### src/rtl/mult_chain_iter.sv
// Iterative unsigned multi-operand multiplier: one operand folded into a full-width
// accumulator per clock, with valid/ready on both sides and saturate/wrap result shaping.
module mult_chain_iter #(
    parameter int WIDTH     = 8,
    parameter int NUM_IN    = 5,
    parameter int OUT_WIDTH = 16,
    parameter int SAT       = 0
) (
    input  logic                      clk,
    input  logic                      rst_n,
    input  logic                      in_valid,
    output logic                      in_ready,
    input  logic [WIDTH*NUM_IN-1:0]   in_ops,
    output logic                      out_valid,
    input  logic                      out_ready,
    output logic [OUT_WIDTH-1:0]      out_data,
    output logic                      out_ovf
);

    localparam int P  = WIDTH * NUM_IN;
    localparam int CW = (NUM_IN > 1) ? $clog2(NUM_IN) : 1;

    typedef enum logic [1:0] {
        IDLE,
        MULT,
        DONE
    } state_e;

    state_e                 state_q, state_d;
    logic [P-1:0]           acc_q, acc_d;
    logic [P-1:0]           ops_q, ops_d;
    logic [CW-1:0]          cnt_q, cnt_d;
    logic [OUT_WIDTH-1:0]   data_q, data_d;
    logic                   ovf_q, ovf_d;

    logic [WIDTH-1:0]       curOp;
    logic [P-1:0]           prod;
    logic [P-1:0]           finalProd;
    logic [OUT_WIDTH-1:0]   resData;
    logic                   resOvf;
    logic                   accept;

    assign in_ready  = (state_q == IDLE) || ((state_q == DONE) && out_ready);
    assign out_valid = (state_q == DONE);
    assign out_data  = data_q;
    assign out_ovf   = ovf_q;
    assign accept    = in_valid && in_ready;

    // Operand picked by the running count from the latched bundle.
    always_comb begin
        curOp = '0;
        for (int i = 0; i < NUM_IN; i++) begin
            if (cnt_q == CW'(i)) begin
                curOp = ops_q[i*WIDTH +: WIDTH];
            end
        end
    end

    // The running product always fits in P bits, so this never loses information.
    assign prod      = acc_q * P'(curOp);
    assign finalProd = (state_q == MULT) ? prod : P'(in_ops[WIDTH-1:0]);

    generate
        if (OUT_WIDTH < P) begin : g_ovf
            assign resOvf = |finalProd[P-1:OUT_WIDTH];
        end else begin : g_noovf
            assign resOvf = 1'b0;
        end
    endgenerate

    assign resData = ((SAT != 0) && resOvf) ? {OUT_WIDTH{1'b1}} : finalProd[OUT_WIDTH-1:0];

    always_comb begin
        state_d = state_q;
        acc_d   = acc_q;
        ops_d   = ops_q;
        cnt_d   = cnt_q;
        data_d  = data_q;
        ovf_d   = ovf_q;

        case (state_q)
            IDLE, DONE: begin
                if (accept) begin
                    ops_d = in_ops;
                    acc_d = P'(in_ops[WIDTH-1:0]);
                    cnt_d = CW'(1);
                    if (NUM_IN == 1) begin
                        state_d = DONE;
                        data_d  = resData;
                        ovf_d   = resOvf;
                    end else begin
                        state_d = MULT;
                    end
                end else if (state_q == DONE && out_ready) begin
                    state_d = IDLE;
                end
            end
            MULT: begin
                acc_d = prod;
                cnt_d = cnt_q + CW'(1);
                if (cnt_q == CW'(NUM_IN - 1)) begin
                    state_d = DONE;
                    data_d  = resData;
                    ovf_d   = resOvf;
                end
            end
            default: begin
                state_d = IDLE;
            end
        endcase
    end

    always_ff @(posedge clk or negedge rst_n) begin
        if (!rst_n) begin
            state_q <= IDLE;
            acc_q   <= '0;
            ops_q   <= '0;
            cnt_q   <= '0;
            data_q  <= '0;
            ovf_q   <= 1'b0;
        end else begin
            state_q <= state_d;
            acc_q   <= acc_d;
            ops_q   <= ops_d;
            cnt_q   <= cnt_d;
            data_q  <= data_d;
            ovf_q   <= ovf_d;
        end
    end

endmodule
### config.mk
export PLATFORM = sky130hd
export DESIGN_NAME = mult_chain_iter
export DESIGN_NICKNAME = d
export VERILOG_FILES = /design/src/rtl/mult_chain_iter.sv
export SDC_FILE = /design/constraint.sdc
export NUM_CORES = 1
export LEC_CHECK = 0
export BUFFER_PORTS_ARGS = -buffer_cell sky130_fd_sc_hd__buf_2
export CORE_UTILIZATION = 30
export CTS_BUF_LIST = sky130_fd_sc_hd__clkbuf_16
export DETAILED_ROUTE_END_ITERATION = 16
export HOLD_SLACK_MARGIN = 0.03
export PLACE_DENSITY_LB_ADDON = 0.3
export SLEW_MARGIN = 10
export SYNTH_ARGS = -nofsm -noshare
export SYNTH_HDL_FRONTEND = slang
export SYNTH_SLANG_ARGS = --single-unit
### constraint.sdc
create_clock -name clk -period 9.45 [get_ports clk]
set_input_delay 0.4725 -clock clk [delete_from_list [all_inputs] [get_ports clk]]
set_output_delay 0.4725 -clock clk [all_outputs]
set_load 0.1 [all_outputs]
==> flow_summary_export.csv <==
group,metric,value,unit
grt,grtUsageTotal,16.7,%
floorplanning,chipWidth,210,um
synthesis,synthFlopType,"dfrtp_1",
clocking,post_cts_buffers,0,
grt,grt_pass1_wl,58200,um
route,drcViolationCount,0,
outcome,status,"complete, no violations",
route,drtAntennaViolNets,0,
clocking,cts_buffers,9,
clocking,htreeDepth,3,
layout,layout.cells.non_filler,2064,
sta,hold_viol,0,
clocking,clk_latency,0.37,ns
sta,worst_slew_pin_slew,1.14,ns
synthesis,synth_area_leader_cell,"fa_1",
route,vias,9974,
sta,slew_headroom,23.8,%
floorplanning,io_pins,63,
clocking,postCtsResizedCells,0,
sta,setup-tns-final,0,ns
route,viasPerCell,4.83,
synthesis,synth.distinct_cells,62,
sta,period_needed,8.24,ns
worst_setup_path,crit_path_end_kind,"flip-flop",
synthesis,synth_edf_count,0,
grt,grt_max_degree,61,
sta,finalClockSkew,0.0117,ns
layout,num_antenna_cells,0,
worst_setup_path,worstPathArrival,8.49,ns
grt,grt_pass1_vias,10800,
place,gp_congestion,0.857,
synthesis,synth-seq-area-share,19.6,%
synthesis,syn_nets,1757,
worst_setup_path,cpMostUsedCell,"fa_1",
clocking,cts_tree,"built",
synthesis,synth.area.top_cells,"fa_1 31%, dfrtp_1 20%, and2_1 8.2%",
route,route.detailed.wl_per_inst,17.0,um
synthesis,synthTopCellsByCount,"260 x nand2_1, 204 x fa_1, 180 x inv_1",
worst_setup_path,worstSetupPathType,"reg -> reg",
synthesis,yosys.cell_count.top_type,"nand2_1",
sta,rsz0062_at_grt,"no",
hold_path,hp-class,"in -> async",
worst_setup_path,cp.required,9.70,ns
worst_setup_path,slowest_delay,0.94,ns
job,max_cap_viol_count,0,
grt,gr-total-overflow,0,
worst_setup_path,cpMaxStageDelayCell,"o31ai_4",
route,firstDrtPassIters,5,
sta,hold_ws,0.106,ns
place,hpwl,26200,um
worst_setup_path,cp-start-kind,"flip-flop",
clocking,cts_root_buf,"clkbuf_16",
layout,fill_cells,4568,
worst_setup_path,critPathTopFamily,"adder cells",
route,totalWireLength,35100,um
synthesis,avgSynthCellArea,8.95,um2
sta,fmax,121,MHz
clocking,path_clk_slew,0.08,ns
grt,antenna_found_initial,0,
sta,slew_viol_final,0,
synthesis,ys_ff_latch,102,
clocking,cts_hold_buffers,0,
floorplanning,start_util,30.3,%
synthesis,ys_warn_count,0,
worst_setup_path,path_buf_inv,3,
layout,area_growth,9.89,%
synthesis,synthCells,1456,
clocking,cts.sinks,102,
sta,setup_viol,0,
layout,nNetsFinal,1775,
floorplanning,rows,76,
floorplanning,die_h,210,um
route,drtIter0Drc,454,
clocking,cts_max_path_buffers,2,
layout,layout-drive-gt1-share,7.64,%
place,portBuffers,62,
sta,fin_crit_sh,87.2,%
worst_setup_path,cp_cell_sequence,"ha_1 -> ha_1 -> or2_2 -> o31ai_4 -> buf_4 -> and2_1 -> fa_1 -> fa_1 -> fa_1 -> inv_1 -> fa_1 -> inv_1 -> ha_1 -> a211oi_1 -> o21ai_1 -> a221oi_2 -> o21ai_1 -> or3_1 -> or3_1 -> a311oi_1 -> o211ai_1 -> or4_1 -> o32a_1",
synthesis,async_flop_share,100,%
synthesis,syn-cell-area,13000,um2
place,dp_cells,2048,
floorplanning,core_area,43000,um2
worst_setup_path,cp_max_fo,19,
floorplanning,die_area,44300,um2
synthesis,synth_top_area_share,31.3,%
## worst reg2reg max path: stages, from the launching register on
cell and delay [ns]:
dfrtp_1 0.43, ha_1 0.22, ha_1 0.22, or2_2 0.43
o31ai_4 0.94, buf_4 0.43, and2_1 0.19, fa_1 0.44
fa_1 0.50, fa_1 0.50, inv_1 0.05, fa_1 0.49
inv_1 0.05, ha_1 0.37, a211oi_1 0.26, o21ai_1 0.16
a221oi_2 0.32, o21ai_1 0.15, or3_1 0.37, or3_1 0.37
a311oi_1 0.28, o211ai_1 0.12, or4_1 0.53, o32a_1 0.30
## cell families (layout without fill, tap and decap cells)
kind of cell	after synthesis	after routing	share of synthesized area, %
flip-flops	102	102	19.6
AND/OR/NAND/NOR	602	602	23.2
buffers and inverters	249	272	7.19
XOR/XNOR	39	39	2.73
adder cells (fa/ha/maj)	257	257	36.4
AO/OA/AOI/OAI	198	198	10.1
multiplexers	9	9	0.720
## state kept, by name (all words and copies together) (netlist names)
register and flops:
acc_q 40, state_q 2, out_ovf 1, cnt_q 3, ops_q 40, out_data 16
## worst paths after layout
check	slack, ns	cells after the start	startpoint	to
max in group asynchronous	8.12	2	rst_n	out_data[12]
min in group clk	0.29	3	in_ops[27]	ops_q[27]
setup reg to reg	1.21	23	cnt_q[0]	out_ovf
hold / removal	0.11	1	rst_n	ops_q[38]
setup / recovery	1.21	23	cnt_q[0]	out_ovf
hold reg to reg	0.48	2	out_data[10]	out_data[10]
## through the flow
stage | setup slack (ns) | util (%) | cell area (um2)
4_1_cts | 1.28 | 33.3 | 14300
6_report | 1.21 | 33.3 | 14300
3_3_place_gp | 1.44 | 32.7 | 14000
3_5_place_dp | 1.34 | 32.7 | 14000
2_1_floorplan | 2.18 | - | 13000
5_1_grt | 0.802 | 33.3 | 14300
## routing by layer
metal	vias to the layer above	wire length, um	GRT usage, %
met5	-	0	0
met1	5092	15900	22.0
met4	0	499	3.80
met2	224	17400	29.4
met3	37	1220	1.71
li1	4621	-	-
## layout make-up
cell class                 count  area, um2  share of cell area (%)
tap                          585        732                    5.11
sequential                   102       2550                    17.8
multi-input combinational   1105       9660                    67.4
inverter                     180        676                    4.72
clock inverter                 7       68.8                   0.480
clock buffer                   9        225                    1.57
timing repair buffer          76        418                    2.92
## cells in the final DEF (no fill, tap or decap), types with 8 or more instances in the layout
cell type	instances
nand3_1	17
a22oi_1	9
buf_4	15
nor2_1	28
fa_1	204
clkbuf_16	9
a21o_1	18
xnor2_1	24
xor2_1	14
nand2_1	259
ha_1	53
and2_1	170
a21oi_1	37
nor3_1	10
nor2b_1	74
o21ai_0	49
nand2b_1	11
a211oi_1	16
inv_1	181
dfrtp_1	102
buf_2	61
a31oi_1	8
o211ai_1	11
Power is left out: the tool's default activity adds up to more than one toggle a clock period on the data nets, which glitch-free logic cannot reach.
